**src/rtl/mfp_ahb_input_capture_pkg.sv**
```systemverilog
// Shared constants, register decode and types for the board-input AHB slave.
// The register offsets are relative to the block base.
package mfp_ahb_input_capture_pkg;

    localparam logic [1:0]  HTRANS_IDLE        = 2'b00;
    localparam logic [11:0] H_INCAP_SW_ADDR    = 12'h000;
    localparam logic [11:0] H_INCAP_PB_ADDR    = 12'h004;
    localparam logic [11:0] H_INCAP_EDGE_ADDR  = 12'h008;
    localparam logic [11:0] H_INCAP_IRQEN_ADDR = 12'h00C;
    localparam int          MFP_N_SW           = 16;
    localparam int          MFP_N_PB           = 5;

    typedef enum logic [2:0] {
        SEL_NONE,
        SEL_SW,
        SEL_PB,
        SEL_EDGE,
        SEL_IRQEN
    } reg_sel_e;

    // Byte lanes are ignored; anything outside the four words is unmapped.
    function automatic reg_sel_e reg_decode(input logic [11:0] off);
        reg_sel_e s;
        unique case (off & 12'hFFC)
            H_INCAP_SW_ADDR:    s = SEL_SW;
            H_INCAP_PB_ADDR:    s = SEL_PB;
            H_INCAP_EDGE_ADDR:  s = SEL_EDGE;
            H_INCAP_IRQEN_ADDR: s = SEL_IRQEN;
            default:            s = SEL_NONE;
        endcase
        return s;
    endfunction

endpackage

```
**src/rtl/mfp_ahb_input_capture_if.sv**
```systemverilog
// AHB-Lite slave-side bus bundle for the input-capture block.
// HCLK/HRESETn stay as plain ports on the modules.
interface mfp_ahb_input_capture_if;

    logic        HSEL;
    logic [31:0] HADDR;
    logic [1:0]  HTRANS;
    logic        HWRITE;
    logic [31:0] HWDATA;
    logic [31:0] HRDATA;

    modport master (
        output HSEL, HADDR, HTRANS, HWRITE, HWDATA,
        input  HRDATA
    );

    modport slave (
        input  HSEL, HADDR, HTRANS, HWRITE, HWDATA,
        output HRDATA
    );

endinterface

```
**src/rtl/mfp_ahb_debounce.sv**
```systemverilog
// One-bit 2-FF synchroniser followed by a stable-count debouncer.
// The output only moves after DEBOUNCE_CYCLES consecutive differing samples.
module mfp_ahb_debounce #(
    parameter int DEBOUNCE_CYCLES = 500000
) (
    input  logic clk,
    input  logic resetn,
    input  logic din,
    output logic dout
);

    localparam int              CW       = $clog2(DEBOUNCE_CYCLES);
    localparam logic [CW-1:0]   CNT_LAST = CW'(DEBOUNCE_CYCLES - 1);

    logic          meta_q;
    logic          sync_q;
    logic          dout_q;
    logic          dout_d;
    logic [CW-1:0] cnt_q;
    logic [CW-1:0] cnt_d;

    always_comb begin
        cnt_d  = '0;
        dout_d = dout_q;
        if (sync_q != dout_q) begin
            if (cnt_q == CNT_LAST) dout_d = sync_q;
            else                   cnt_d  = cnt_q + CW'(1);
        end
    end

    always_ff @(posedge clk or negedge resetn) begin
        if (!resetn) begin
            meta_q <= 1'b0;
            sync_q <= 1'b0;
            dout_q <= 1'b0;
            cnt_q  <= '0;
        end else begin
            meta_q <= din;
            sync_q <= meta_q;
            dout_q <= dout_d;
            cnt_q  <= cnt_d;
        end
    end

    assign dout = dout_q;

endmodule

```
**src/rtl/mfp_ahb_input_capture.sv**
```systemverilog
// AHB-Lite read-side board peripheral: debounced switches and buttons,
// sticky W1C button-press flags and a level IRQ.
module mfp_ahb_input_capture
    import mfp_ahb_input_capture_pkg::*;
#(
    parameter int N_SW            = MFP_N_SW,
    parameter int N_PB            = MFP_N_PB,
    parameter int DEBOUNCE_CYCLES = 500000
) (
    input  logic                   HCLK,
    input  logic                   HRESETn,
    mfp_ahb_input_capture_if.slave ahb,
    input  logic [N_SW-1:0]        IO_Switch,
    input  logic [N_PB-1:0]        IO_PB,
    output logic                   IRQ
);

    logic [N_SW-1:0] sw_db;
    logic [N_PB-1:0] pb_db;
    logic [N_PB-1:0] pb_prev_q;
    logic [N_PB-1:0] edge_q;
    logic [N_PB-1:0] edge_d;
    logic [N_PB-1:0] en_q;
    logic [N_PB-1:0] en_d;
    logic [N_PB-1:0] clr;
    logic            acc;
    reg_sel_e        sel;
    reg_sel_e        sel_q;
    logic            wr_q;
    logic [31:0]     rdata_q;
    logic [31:0]     rdata_d;
    logic            irq_q;
    logic            unused_bits;

    for (genvar i = 0; i < N_SW; i++) begin : g_sw
        mfp_ahb_debounce #(.DEBOUNCE_CYCLES(DEBOUNCE_CYCLES)) u_db (
            .clk    (HCLK),
            .resetn (HRESETn),
            .din    (IO_Switch[i]),
            .dout   (sw_db[i])
        );
    end

    for (genvar i = 0; i < N_PB; i++) begin : g_pb
        mfp_ahb_debounce #(.DEBOUNCE_CYCLES(DEBOUNCE_CYCLES)) u_db (
            .clk    (HCLK),
            .resetn (HRESETn),
            .din    (IO_PB[i]),
            .dout   (pb_db[i])
        );
    end

    assign acc         = ahb.HSEL && (ahb.HTRANS != HTRANS_IDLE);
    assign sel         = reg_decode(ahb.HADDR[11:0]);
    assign unused_bits = ^{ahb.HADDR[31:12], ahb.HWDATA[31:N_PB]};

    // A new edge is OR'd in after the clear so a colliding press survives.
    always_comb begin
        clr  = '0;
        en_d = en_q;
        if (wr_q && sel_q == SEL_EDGE)  clr  = ahb.HWDATA[N_PB-1:0];
        if (wr_q && sel_q == SEL_IRQEN) en_d = ahb.HWDATA[N_PB-1:0];
        edge_d = (edge_q & ~clr) | (pb_db & ~pb_prev_q);
    end

    // Reads see the next-state values, so a write directly ahead is visible.
    always_comb begin
        rdata_d = rdata_q;
        if (acc && !ahb.HWRITE) begin
            unique case (sel)
                SEL_SW:    rdata_d = 32'(sw_db);
                SEL_PB:    rdata_d = 32'(pb_db);
                SEL_EDGE:  rdata_d = 32'(edge_d);
                SEL_IRQEN: rdata_d = 32'(en_d);
                default:   rdata_d = '0;
            endcase
        end
    end

    always_ff @(posedge HCLK or negedge HRESETn) begin
        if (!HRESETn) begin
            wr_q      <= 1'b0;
            sel_q     <= SEL_NONE;
            pb_prev_q <= '0;
            edge_q    <= '0;
            en_q      <= '0;
            rdata_q   <= '0;
            irq_q     <= 1'b0;
        end else begin
            wr_q      <= acc && ahb.HWRITE;
            sel_q     <= sel;
            pb_prev_q <= pb_db;
            edge_q    <= edge_d;
            en_q      <= en_d;
            rdata_q   <= rdata_d;
            irq_q     <= |(edge_q & en_q);
        end
    end

    assign ahb.HRDATA = rdata_q;
    assign IRQ        = irq_q;

endmodule

```
**src/flat_wrapper.sv**
```systemverilog
// flat-port wrapper written by rule: the top's interface ports become plain ports
module mfp_ahb_input_capture_flat import mfp_ahb_input_capture_pkg::*;
#(
    parameter int N_SW            = MFP_N_SW,
    parameter int N_PB            = MFP_N_PB,
    parameter int DEBOUNCE_CYCLES = 500000
)
  (HCLK, HRESETn, IO_Switch, IO_PB, IRQ, ahb_HSEL, ahb_HADDR, ahb_HTRANS, ahb_HWRITE, ahb_HWDATA, ahb_HRDATA);
  mfp_ahb_input_capture_if ahb_i ();
  input  logic HCLK;
  input  logic HRESETn;
  input  logic [N_SW-1:0] IO_Switch;
  input  logic [N_PB-1:0] IO_PB;
  output logic IRQ;
  input wire logic [$bits(ahb_i.HSEL)-1:0] ahb_HSEL;
  input wire logic [$bits(ahb_i.HADDR)-1:0] ahb_HADDR;
  input wire logic [$bits(ahb_i.HTRANS)-1:0] ahb_HTRANS;
  input wire logic [$bits(ahb_i.HWRITE)-1:0] ahb_HWRITE;
  input wire logic [$bits(ahb_i.HWDATA)-1:0] ahb_HWDATA;
  output wire logic [$bits(ahb_i.HRDATA)-1:0] ahb_HRDATA;
  assign ahb_i.HSEL = ahb_HSEL;
  assign ahb_i.HADDR = ahb_HADDR;
  assign ahb_i.HTRANS = ahb_HTRANS;
  assign ahb_i.HWRITE = ahb_HWRITE;
  assign ahb_i.HWDATA = ahb_HWDATA;
  assign ahb_HRDATA = ahb_i.HRDATA;
  mfp_ahb_input_capture #(.N_SW(N_SW), .N_PB(N_PB), .DEBOUNCE_CYCLES(DEBOUNCE_CYCLES)) u_core (.HCLK(HCLK), .HRESETn(HRESETn), .ahb(ahb_i), .IO_Switch(IO_Switch), .IO_PB(IO_PB), .IRQ(IRQ));
endmodule
```
**config.mk**
```make
export PLATFORM = sky130hd
export DESIGN_NAME = mfp_ahb_input_capture_flat
export DESIGN_NICKNAME = d
export VERILOG_FILES = /design/src/rtl/mfp_ahb_input_capture_pkg.sv /design/src/rtl/mfp_ahb_input_capture_if.sv /design/src/rtl/mfp_ahb_debounce.sv /design/src/rtl/mfp_ahb_input_capture.sv /design/src/flat_wrapper.sv
export SDC_FILE = /design/constraint.sdc
export NUM_CORES = 1
export LEC_CHECK = 0
export BUFFER_PORTS_ARGS = -buffer_cell sky130_fd_sc_hd__buf_2
export CAP_MARGIN = 25
export CORE_UTILIZATION = 50
export CTS_CLUSTER_DIAMETER = 200
export DETAILED_ROUTE_END_ITERATION = 12
export PLACE_DENSITY = 0.72
export SLEW_MARGIN = 10
export SYNTH_ARGS = -nofsm -noshare
export SYNTH_HDL_FRONTEND = slang
export SYNTH_SLANG_ARGS = --single-unit
```
**constraint.sdc**
```tcl
create_clock -name HCLK -period 2.6 [get_ports HCLK]
set_input_delay 0.26 -clock HCLK [delete_from_list [all_inputs] [get_ports HCLK]]
set_output_delay 0.26 -clock HCLK [all_outputs]
set_load 0.03 [all_outputs]
```
==> impl_summary.txt <==
----------------------------------------------------
[Timing]
  Final WS setup ... 0.379 ns
  Unrepaired setup endpoints after global routing ... no
  Final setup violating endpoints ... 0
  Clock Skew ... 0.0141 ns
  Relative slew slack ... 59.3%
  Pins over their slew limit ... 0
  Post-Route Setup TNS ... 0 ns
  Actual transition at the worst max-transition pin ... 0.605 ns
  Final period utilization ... 85.4%
  Fin. Hold Viols ... 0
  Final worst path period need ... 2.22 ns
  Fmax ... 0.450 GHz

[Clock network]
  Clock buffers created by TritonCTS ... 51
  Setup bufs post-CTS ... 0
  Number of sinks driven by the clock tree ... 498
  Maximum clock path buffer count ... 3
  Root Buffer ... sky130_fd_sc_hd__clkbuf_16
  Post-CTS Resized ... 0
  Clk Latency, worst-skew pair ... 0.59 ns
  Clock tree from TritonCTS ... built
  Worst-path clk slew ... 0.06 ns
  Number of H-tree levels ... 2

[Placed design]
  Post-place instance area ... 25000 sq um
  Dpl cells ... 3005
  Quantity of I/O buffers inserted on ports ... 58
  HPWL Detailed ... 32.5 mm
  Routability cong. ... 0.880
  Pre-CTS WS ... 0.386 ns

[Drt]
  Drt initial violations ... 1001
  Total via count in the routed design ... 17600
  Residual DRC count ... 5
  Antenna-violating nets left ... 0
  Number of iterations in the first detailed-routing pass ... 11
  Mean number of vias per cell ... 5.61
  Per-cell routed wire length ... 15.3 um
  Overall routed net length ... 47.8 mm

[GRT]
  Initial antenna violation count ... 3
  All-Layer GR Usage ... 20.4%
  Vias in the first global route ... 17600
  Maximum number of pins on one net before global-route repair ... 61
  Total congestion overflow ... 0
  Global-route wire length before repair ... 82.5 mm

[Final layout]
  Fin cells ... 3128
  Total non-filler cell area in the finished layout ... 27100 sq um
  End-of-flow core utilization ... 57.9%
  Proportion of layout cells with a drive suffix above 1 ... 12.0%
  Net count of the finished layout ... 2593
  Area growth from synthesis to layout ... 13.5%

[Power]
  Largest vdd supply drop ... 538 uV
  LEAKAGE ... 10.8 nW
  Logic gate share of total power ... 3.9%
  Total power divided by cell area ... 595 nW/um^2
  Internal power contribution ... 12.6 mW
  Clock share of power ... 46.6%
  Switch share ... 21.9%
  Fraction of power consumed by sequential logic ... 49.5%
  Psw ... 3.52 mW

[Critical path]
  Critical path type ... reg -> reg
  Critical Path Start Type ... register
  Largest fanout on the critical path ... 18
  Data required time at the worst endpoint ... 3.05 ns
  Worst-case register-to-register setup slack ... 0.38 ns
  Data arrival time of the worst path ... 2.67 ns
  Sort of element at the end of the critical path ... register

[Logic synthesis]
  Biggest area contributors in the synthesized netlist ... sky130_fd_sc_hd__dfrtp_1, sky130_fd_sc_hd__xnor2_1, sky130_fd_sc_hd__nor2_1, sky130_fd_sc_hd__nand3_1, sky130_fd_sc_hd__xor2_1
  Most frequently used flop master after synthesis ... sky130_fd_sc_hd__dfrtp_1
  Yosys top cell by area ... sky130_fd_sc_hd__dfrtp_1
  Post-synthesis instance area ... 23800 sq um
  Post-Synthesis Mean Instance Area ... 10.2 sq um
  Post-synth ARST share ... 100%
  Sequential area share after synthesis ... 52.3%
  Synthesis Warnings ... 0
  Synth unique cells ... 63
  Number of storage elements in the synthesis netlist ... 498
  Area share of the leading cell type in the synthesized netlist ... 52.3%
  Post-synthesis cell count ... 2342
  Count of flip-flops with a built-in enable after synthesis ... 0

[Outcome]
  Run status ... complete, but fails checks
  Failing checks ... design-rule violations

[Hold path]
  Path category of the worst min-delay check ... in -> reg

[Floorplanning]
  Die area ... 48500 sq um
  Core footprint ... 46800 sq um
  Number of rows in the core area ... 79
  Y dimension of the die ... 220 um
  Effective utilization at floorplan ... 51.0%
  Number of ports placed on the die boundary ... 124
  DIE WIDTH ... 220 um

[Job]
  Number of max-capacitance violations reported ... 0

----------------------------------------------------
cell usage in the layout, fill, tap and decap left out, drive strengths merged, types with 21 or more instances in the layout:
cell / synthesis / routed
a21oi: 93 / 93
and2: 29 / 29
and4: 24 / 24
buf: 34 / 104
clkbuf: 29 / 74
dfrtp: 498 / 498
dlygate4sd3: 0 / 30
ha: 21 / 21
inv: 88 / 89
mux2: 26 / 26
nand2: 120 / 120
nand3: 146 / 146
nand4: 89 / 89
nor2: 349 / 349
nor3: 45 / 45
nor4: 105 / 105
o21ai: 58 / 58
o31ai: 35 / 35
or3: 68 / 68
or4: 49 / 49
xnor2: 210 / 210
xor2: 78 / 78
metal layers:
metal | share of wire, % | track usage [%] | vias up
met2 | 47 | 33.5 | 310
met4 | 2.6 | 7.29 | 4
li1 | - | - | 8574
met1 | 46 | 27.4 | 8585
met5 | 0.046 | 0 | -
met3 | 4.0 | 3.11 | 83
cells by family (layout without fill, tap and decap cells):
logic type      count (synthesis)  after routing  share of synthesized area (%)
xor+xnor                      288            288                           10.6
buf+inv                       151            314                           2.97
fa+ha+maj                      21             21                           1.10
other cells                     1             17                         0.0157
mux                            28             28                           1.31
simple gates                 1119           1119                           25.1
flops                         498            498                           52.3
compound gates                236            236                           6.63
final timing paths:
check                                                from                             end  cells after the start
hold reg to reg               u_core.g_sw[11].u_db.meta_q     u_core.g_sw[11].u_db.sync_q                      0
setup reg to reg           u_core.g_sw[14].u_db.cnt_q[14]   u_core.g_sw[14].u_db.cnt_q[9]                      4
setup / recovery           u_core.g_sw[14].u_db.cnt_q[14]   u_core.g_sw[14].u_db.cnt_q[9]                      4
min in group asynchronous                         HRESETn  u_core.g_sw[13].u_db.cnt_q[13]                      2
hold / removal                                   ahb_HSEL                     u_core.wr_q                      3
max in group asynchronous                         HRESETn    u_core.g_pb[4].u_db.cnt_q[2]                      3
through the flow:
stage          power [mW]  hold WS (ns)
2_1_floorplan        8.41       -0.0356
3_3_place_gp         8.69         0.266
3_5_place_dp         8.72         0.272
4_1_cts              16.3        0.0523
5_1_grt              16.7         0.108
6_report             16.1         0.101
worst max-delay path, cell delays in order, from the launching register on:
cell and delay [ns]:
sky130_fd_sc_hd__dfrtp_1 0.42, sky130_fd_sc_hd__or4_1 0.55, sky130_fd_sc_hd__or4_4 0.58, sky130_fd_sc_hd__o21ai_4 0.42
sky130_fd_sc_hd__nor2_1 0.11
cell usage after synthesis, types with 19 or more instances:
cell type	instances
sky130_fd_sc_hd__dfrtp_1	498
sky130_fd_sc_hd__nor2_1	329
sky130_fd_sc_hd__xnor2_1	210
sky130_fd_sc_hd__nand3_1	146
sky130_fd_sc_hd__nand2_1	120
sky130_fd_sc_hd__nor4_1	105
sky130_fd_sc_hd__a21oi_1	93
sky130_fd_sc_hd__inv_1	88
sky130_fd_sc_hd__nand4_1	87
sky130_fd_sc_hd__xor2_1	78
sky130_fd_sc_hd__or3_1	68
sky130_fd_sc_hd__nor3_1	45
sky130_fd_sc_hd__o21ai_0	44
sky130_fd_sc_hd__or4_1	41
sky130_fd_sc_hd__o31ai_1	30
sky130_fd_sc_hd__clkbuf_1	29
sky130_fd_sc_hd__and2_1	28
sky130_fd_sc_hd__mux2_2	26
sky130_fd_sc_hd__and4_1	23
sky130_fd_sc_hd__ha_1	21
sky130_fd_sc_hd__nor2_2	20
sky130_fd_sc_hd__or2_2	19
power by group through the flow:
| stage | Clock (mW) | Combinational [mW] | Sequential (mW) |
|---|---|---|---|
| after floorplan | 0 | 0.322 | 8.09 |
| after global placement | 0 | 0.593 | 8.10 |
| after detailed placement | 0 | 0.610 | 8.11 |
| after CTS | 7.72 | 0.651 | 7.97 |
| after global routing | 7.99 | 0.731 | 7.98 |
| final | 7.50 | 0.634 | 7.97 |
repair_timing:
item / in CTS / in global routing
hold endpoints to repair: 76 / 0
setup endpoints to repair: 0 / 0
hold buffers: 30 / 0
layout make-up:
cell class                 count  area, sq um
inverter                      88          330
antenna                        1         2.50
fill                        3882        19700
timing repair buffer         134         1050
clock buffer                  74         1510
tap                          607          759
multi-input combinational   1708        10700
clock inverter                18          228
sequential                   498        12500
sequential cells by signal (all words and copies together) (netlist names):
signal	cells
u_core.g_pb.u_db.cnt_q	95
u_core.g_sw.u_db.cnt_q	304
u_core.g_pb.u_db.sync_q	5
u_core.wr_q	1
u_core.g_pb.u_db.dout	5
u_core.g_sw.u_db.sync_q	16
u_core.ahb.HRDATA	16
u_core.sel_q	3
u_core.g_sw.u_db.meta_q	16
u_core.en_q	5
u_core.g_pb.u_db.meta_q	5
u_core.edge_q	5
u_core.IRQ	1
u_core.pb_prev_q	5
u_core.g_sw.u_db.dout	16
Power figures use the tool's default switching activity.
